[src/rtl/idft_out_capture_if.sv]
// ============================================================================
//  Module      : idft_out_capture_if
//  Description : Bundle between the IDFT core / register front-end and the
//                output capture buffer. The master side drives the core
//                outputs and register-block requests. The slave side is the
//                capture buffer.
//  Revision    : 1.0 - initial release
// ============================================================================
`default_nettype none

interface idft_out_capture_if #(
    parameter int DW    = 16,
    parameter int BEATS = 32
) ();
    localparam int IW = (BEATS > 1) ? $clog2(BEATS) : 1;

    logic              next_out_i;
    logic [DW-1:0]     y0_i;
    logic [DW-1:0]     y1_i;
    logic [DW-1:0]     y2_i;
    logic [DW-1:0]     y3_i;
    logic              clear_i;
    logic              rd_en_i;
    logic [IW-1:0]     rd_idx_i;
    logic [4*DW-1:0]   rd_data_o;
    logic              done_o;
    logic              busy_o;
    logic              overrun_o;

    modport master (
        output next_out_i, y0_i, y1_i, y2_i, y3_i, clear_i, rd_en_i, rd_idx_i,
        input  rd_data_o, done_o, busy_o, overrun_o
    );

    modport slave (
        input  next_out_i, y0_i, y1_i, y2_i, y3_i, clear_i, rd_en_i, rd_idx_i,
        output rd_data_o, done_o, busy_o, overrun_o
    );
endinterface

`default_nettype wire

[src/rtl/idft_out_capture.sv]
// ============================================================================
//  Module      : idft_out_capture
//  Description : Captures the BEATS output beats of one IDFT transform into a
//                BEATS x 4*DW buffer after each next_out strobe. It also keeps
//                sticky done/overrun flags and serves indexed 1-cycle reads.
//  Revision    : 1.0 - initial release
// ============================================================================
`default_nettype none

module idft_out_capture #(
    parameter int DW    = 16,
    parameter int BEATS = 32
) (
    input  logic                 clk_i,
    input  logic                 rst_i,
    idft_out_capture_if.slave    bus
);
    localparam int IW = (BEATS > 1) ? $clog2(BEATS) : 1;

    localparam logic [0:0]    c_IDLE    = 1'b0;
    localparam logic [0:0]    c_CAPTURE = 1'b1;
    localparam logic [IW-1:0] c_LAST    = IW'(BEATS - 1);

    logic [0:0]      r_state;
    logic [IW-1:0]   r_cnt;
    logic            r_done;
    logic            r_overrun;
    logic [4*DW-1:0] r_rd_data;
    logic [4*DW-1:0] r_mem [BEATS];

    logic w_capture;
    logic w_last;
    logic w_start;

    assign w_capture = (r_state == c_CAPTURE);
    assign w_last    = w_capture && (r_cnt == c_LAST);
    // A strobe on the final beat starts the next transform without a gap.
    // Any other strobe during a capture only raises the overrun flag.
    assign w_start   = bus.next_out_i && (!w_capture || w_last);

    // Sequencing, beat counter and sticky status flags
    always_ff @(posedge clk_i) begin
        if (rst_i) begin
            r_state   <= c_IDLE;
            r_cnt     <= '0;
            r_done    <= 1'b0;
            r_overrun <= 1'b0;
        end else begin
            if (bus.clear_i) begin
                r_done    <= 1'b0;
                r_overrun <= 1'b0;
            end
            if (w_capture) begin
                r_cnt <= r_cnt + 1'b1;
                if (bus.next_out_i && !w_last) begin
                    r_overrun <= 1'b1;
                end
            end
            // Completion is assigned after clear so it wins a same-cycle clear
            if (w_last) begin
                r_done  <= 1'b1;
                r_state <= c_IDLE;
            end
            if (w_start) begin
                r_state <= c_CAPTURE;
                r_cnt   <= '0;
                if (!w_capture) begin
                    r_done <= 1'b0;
                end
            end
        end
    end

    // Beat storage; the array is deliberately not reset
    always_ff @(posedge clk_i) begin
        if (!rst_i && w_capture) begin
            r_mem[r_cnt] <= {bus.y3_i, bus.y2_i, bus.y1_i, bus.y0_i};
        end
    end

    // Registered read port; same-index write returns the old contents
    always_ff @(posedge clk_i) begin
        if (rst_i) begin
            r_rd_data <= '0;
        end else if (bus.rd_en_i) begin
            r_rd_data <= r_mem[bus.rd_idx_i];
        end
    end

    assign bus.rd_data_o = r_rd_data;
    assign bus.done_o    = r_done;
    assign bus.busy_o    = w_capture;
    assign bus.overrun_o = r_overrun;

endmodule

`default_nettype wire

[src/flat_wrapper.sv]
// flat-port wrapper written by rule: the top's interface ports become plain ports
module idft_out_capture_flat 
#(
    parameter int DW    = 16,
    parameter int BEATS = 32
)
  (clk_i, rst_i, bus_next_out_i, bus_y0_i, bus_y1_i, bus_y2_i, bus_y3_i, bus_clear_i, bus_rd_en_i, bus_rd_idx_i, bus_rd_data_o, bus_done_o, bus_busy_o, bus_overrun_o);
  idft_out_capture_if #(.DW(DW), .BEATS(BEATS)) bus_i ();
  input  logic clk_i;
  input  logic rst_i;
  input wire logic [$bits(bus_i.next_out_i)-1:0] bus_next_out_i;
  input wire logic [$bits(bus_i.y0_i)-1:0] bus_y0_i;
  input wire logic [$bits(bus_i.y1_i)-1:0] bus_y1_i;
  input wire logic [$bits(bus_i.y2_i)-1:0] bus_y2_i;
  input wire logic [$bits(bus_i.y3_i)-1:0] bus_y3_i;
  input wire logic [$bits(bus_i.clear_i)-1:0] bus_clear_i;
  input wire logic [$bits(bus_i.rd_en_i)-1:0] bus_rd_en_i;
  input wire logic [$bits(bus_i.rd_idx_i)-1:0] bus_rd_idx_i;
  output wire logic [$bits(bus_i.rd_data_o)-1:0] bus_rd_data_o;
  output wire logic [$bits(bus_i.done_o)-1:0] bus_done_o;
  output wire logic [$bits(bus_i.busy_o)-1:0] bus_busy_o;
  output wire logic [$bits(bus_i.overrun_o)-1:0] bus_overrun_o;
  assign bus_i.next_out_i = bus_next_out_i;
  assign bus_i.y0_i = bus_y0_i;
  assign bus_i.y1_i = bus_y1_i;
  assign bus_i.y2_i = bus_y2_i;
  assign bus_i.y3_i = bus_y3_i;
  assign bus_i.clear_i = bus_clear_i;
  assign bus_i.rd_en_i = bus_rd_en_i;
  assign bus_i.rd_idx_i = bus_rd_idx_i;
  assign bus_rd_data_o = bus_i.rd_data_o;
  assign bus_done_o = bus_i.done_o;
  assign bus_busy_o = bus_i.busy_o;
  assign bus_overrun_o = bus_i.overrun_o;
  idft_out_capture #(.DW(DW), .BEATS(BEATS)) u_core (.clk_i(clk_i), .rst_i(rst_i), .bus(bus_i));
endmodule
[config.mk]
export PLATFORM = sky130hd
export DESIGN_NAME = idft_out_capture_flat
export DESIGN_NICKNAME = d
export VERILOG_FILES = /design/src/rtl/idft_out_capture_if.sv /design/src/rtl/idft_out_capture.sv /design/src/flat_wrapper.sv
export SDC_FILE = /design/constraint.sdc
export NUM_CORES = 2
export LEC_CHECK = 0
export BUFFER_PORTS_ARGS = -buffer_cell sky130_fd_sc_hd__buf_4
export CAP_MARGIN = 20
export CELL_PAD_IN_SITES_DETAIL_PLACEMENT = 1
export CELL_PAD_IN_SITES_GLOBAL_PLACEMENT = 1
export CORE_MARGIN = 2
export CORE_UTILIZATION = 37
export CTS_BUF_LIST = sky130_fd_sc_hd__clkbuf_8
export CTS_CLUSTER_DIAMETER = 80
export DETAILED_ROUTE_END_ITERATION = 12
export GPL_TIMING_DRIVEN = 0
export HOLD_SLACK_MARGIN = 0.12
export PLACE_DENSITY_LB_ADDON = 0.1
export SYNTH_ARGS = -nofsm -noshare
export SYNTH_HDL_FRONTEND = slang
export SYNTH_SLANG_ARGS = --single-unit
export TNS_END_PERCENT = 20
[constraint.sdc]
create_clock -name clk_i -period 10.1 [get_ports clk_i]
set_input_delay 0.505 -clock clk_i [delete_from_list [all_inputs] [get_ports clk_i]]
set_output_delay 0.505 -clock clk_i [all_outputs]
set_load 0.05 [all_outputs]
==> impl_metrics.py <==
metrics = {
    "critical_path": {
        "critPathSlowestCell": "nor2_4",
        "critPathKind": "reg -> reg",
        "slowest_delay_ps": 910,
        "cp.arrival_ps": 4070,
        "r2r_slack_ps": 6770,
        "crit_chain": "clkbuf_1 > nor2b_1 > nand2_1 > nor2_4 > buf_12 > buf_12",
        "startpoint": "u_core.bus.busy_o$_SDFFE_PP0P_",
        "r2r_cells": 6,
        "crit_fanout": 18,
        "r2r-start": "u_core.bus.busy_o$_SDFFE_PP0P_",
        "cpMostUsedCell": "buf_12",
        "crit_path_end_kind": "register",
        "cp.required_ps": 10840,
        "endpoint": "u_core.r_mem[17][49]$_DFFE_PP_",
        "startpoint_type": "register",
        "reg2reg_to": "u_core.r_mem[17][49]$_DFFE_PP_",
    },
    "final_layout": {
        "final_common_cell": "edfxtp_1",
        "fin_nets": 4707,
        "stdcell_count": 7782,
        "areaGrowthSynthToFinish_pct": 17.7,
        "final_area_um2": 95900,
        "fillers": 20500,
        "post-route-util_pct": 43.7,
        "drive_gt1_share_pct": 26.2,
        "mostFrequentLayoutCells": "edfxtp_1, clkbuf_8, mux2i_1",
    },
    "sta": {
        "final.setup.tns_ps": 0,
        "rsz0062_at_grt": "no",
        "tightest_slew_ps": 1220,
        "max_clock_freq_mhz": 301,
        "relSlewSlack_pct": 18.4,
        "min_period_ps": 3330,
        "hold_viol": 0,
        "setup_viol_count_final": 0,
        "fin_worst_skew_ps": 66.8,
        "maxSlewViolCount": 0,
        "period_share_pct": 32.9,
    },
    "power": {
        "power_mw": 18.0,
        "p_leak_nw": 31.6,
        "power_switching_share_pct": 23.9,
        "pwr-share-comb_pct": 6.2,
        "peakVddDrop_mv": 0.160,
        "p_seq_share_pct": 53.9,
        "clkPwrFrac_pct": 39.9,
        "p_switching_mw": 4.31,
        "pwr_density_cell_nw_per_um2": 188,
        "p_int_mw": 13.7,
    },
    "detailed_routing": {
        "drcViolationCount": 0,
        "drtAntennaViolNets": 0,
        "drt_iter0_drc": 4202,
        "vias_per_cell": 5.48,
        "num_vias": 42700,
        "drt_wl_total_mm": 260,
        "detail_route.wl_per_cell_um": 33.5,
        "drtPass1Iterations": 5,
    },
    "die": {
        "core_um2": 219000,
        "start_util_pct": 37.1,
        "core.rowCount": 172,
        "die_area_um2": 224000,
        "die_height_um": 473,
        "die_x_um": 473,
        "pin_count": 141,
    },
    "logic_synthesis": {
        "synth_warnings": 0,
        "syn_area_per_cell_um2": 20.7,
        "yosysSeqAreaShare_pct": 77.3,
        "async_reset_ff_share_pct": 0,
        "synthDistinctLibCells": 49,
        "synth_cells": 3926,
        "ys_seq_elements": 2120,
        "synth_nets": 4005,
        "ys.flop_type": "edfxtp_1",
        "synth_edf_count": 2048,
        "synth.cell_area_um2": 81500,
    },
    "placement": {
        "gp_routability_congestion": 0.755,
        "dp.final_hpwl_mm": 172,
        "dpl.cell_count": 7050,
        "dpl_cell_area_um2": 88600,
        "io_buffers": 135,
    },
    "worst_hold_path": {
        "hold_class": "in -> reg",
    },
    "clock_network": {
        "cts_buffer_depth": 4,
        "htreeDepth": 5,
        "clkTransAtPathRegs_ps": 60,
        "cts-root-buf": "clkbuf_8",
        "cts_tree": "yes",
        "cts_made_buffers": 377,
        "post_cts_buffers": 0,
        "cts_hold_buf": 68,
        "cts_resized": 0,
        "cts_sinks": 2120,
        "clk_latency_ps": 1060,
    },
    "outcome": {
        "outcome": "finished, final reports clean",
    },
    "grt": {
        "grt_pass1_vias": 45300,
        "grt.total_usage_pct": 23.3,
        "globalRouteOverflowTotal": 0,
        "grt_pass1_wl_mm": 360,
        "grt_max_degree": 33,
        "grt_antenna_before_repair": 17,
    },
    "flow_run": {
        "max-cap-violations": 0,
    },
}
## routing by layer
metal / share of wire [%] / track usage (%) / vias up
met3: 6.0 / 4.42 / 400
li1: - / - / 17800
met2: 46 / 36.0 / 1432
met4: 2.8 / 7.08 / 4
met5: 0.010 / 0 / -
met1: 45 / 33.3 / 23100
## stage by stage
| step | setup slack (ps) | hold WS, ps |
|---|---|---|
| 2_1_floorplan | 5520 | 533 |
| 3_3_place_gp | 273 | 519 |
| 3_5_place_dp | 6310 | 525 |
| 4_1_cts | 6710 | 125 |
| 5_1_grt | 6570 | 227 |
| 6_report | 6770 | 248 |
## synthesized netlist by cell type, types with 6 or more instances
cell type     n  share of area [%]
dfxtp_1      72                1.8
o22ai_1     142                1.1
o221ai_1     31               0.33
nor2b_1      53               0.41
buf_6        33               0.46
mux2_2       83                1.1
a21oi_1      74               0.45
nor2_1      137               0.63
mux2i_1     383                4.7
o211ai_1     11               0.10
a211oi_1     36               0.33
mux4_2      350                9.7
a211o_1      17               0.18
o21ai_0      64               0.39
clkbuf_1     98               0.45
a22o_1       15               0.16
o311ai_0      6              0.065
o32ai_1       8              0.086
buf_4        38               0.35
edfxtp_1   2048                 75
buf_1        14              0.065
nand2_1      24               0.11
buf_2        45               0.28
o31ai_1      29               0.27
nor3_1       34               0.21
nand2b_1     32               0.25
## state kept, by name, summed over array words and instances (netlist names)
register,count
u_core.r_mem,2048
u_core.bus.rd_data_o,64
u_core.r_cnt,5
u_core.bus.busy_o,1
u_core.bus.done_o,1
u_core.bus.overrun_o,1
## cell families after synthesis
| logic type | after synthesis | synth area share (%) |
|---|---|---|
| flip-flops | 2120 | 77.3 |
| multiplexers | 816 | 15.5 |
| AO/OA/AOI/OAI | 452 | 3.66 |
| XOR/XNOR | 3 | 0.0323 |
| buffers and inverters | 236 | 1.71 |
| AND/OR/NAND/NOR | 294 | 1.72 |
| adder cells (fa/ha/maj) | 5 | 0.0768 |
## worst min-delay path by stage
| stage | from | to | slack (ps) | cells after the start |
|---|---|---|---|---|
| 2_1_floorplan | u_core.r_cnt[1]$_SDFFE_PP0P_ | u_core.r_cnt[1]$_SDFFE_PP0P_ | 530 | 2 |
| 3_3_place_gp | u_core.bus.rd_data_o[11]$_SDFFE_PP0P_ | u_core.bus.rd_data_o[11]$_SDFFE_PP0P_ | 520 | 2 |
| 3_5_place_dp | u_core.bus.rd_data_o[11]$_SDFFE_PP0P_ | u_core.bus.rd_data_o[11]$_SDFFE_PP0P_ | 520 | 2 |
| 4_1_cts | bus_next_out_i | u_core.bus.overrun_o$_SDFF_PP0_ | 130 | 4 |
| 5_1_grt | bus_next_out_i | u_core.bus.overrun_o$_SDFF_PP0_ | 230 | 4 |
| 6_report | bus_next_out_i | u_core.bus.overrun_o$_SDFF_PP0_ | 250 | 4 |
## final cells by class
type                            instances  area [um2]  area share, %
Timing Repair Buffer                  323        4010           4.18
Antenna cell                            4        10.0         0.0104
Buffer                                233        1390           1.44
Inverter                                3        11.3         0.0117
Clock inverter                        261        1120           1.17
Tap cell                             2871        3590           3.75
Sequential cell                      2120       62900           65.6
Multi-Input combinational cell       1570       17400           18.1
Clock buffer                          397        5460           5.70
## power groups by stage
stage               clock, mW  combinational, mW  sequential, mW
floorplan                   0              0.494            9.96
global placement            0               1.08            9.91
detailed placement          0               1.11            9.91
CTS                      7.38               1.14            9.73
global route             7.75               1.19            9.72
finish                   7.20               1.12            9.73
## worst max-delay path: cells and delay by family (launching register included)
kind / cells / cell delay (ps)
buffers and inverters: 3 / 810
DFF: 1 / 340
and+or+nand+nor: 3 / 1740
Power figures use the tool's default switching activity.
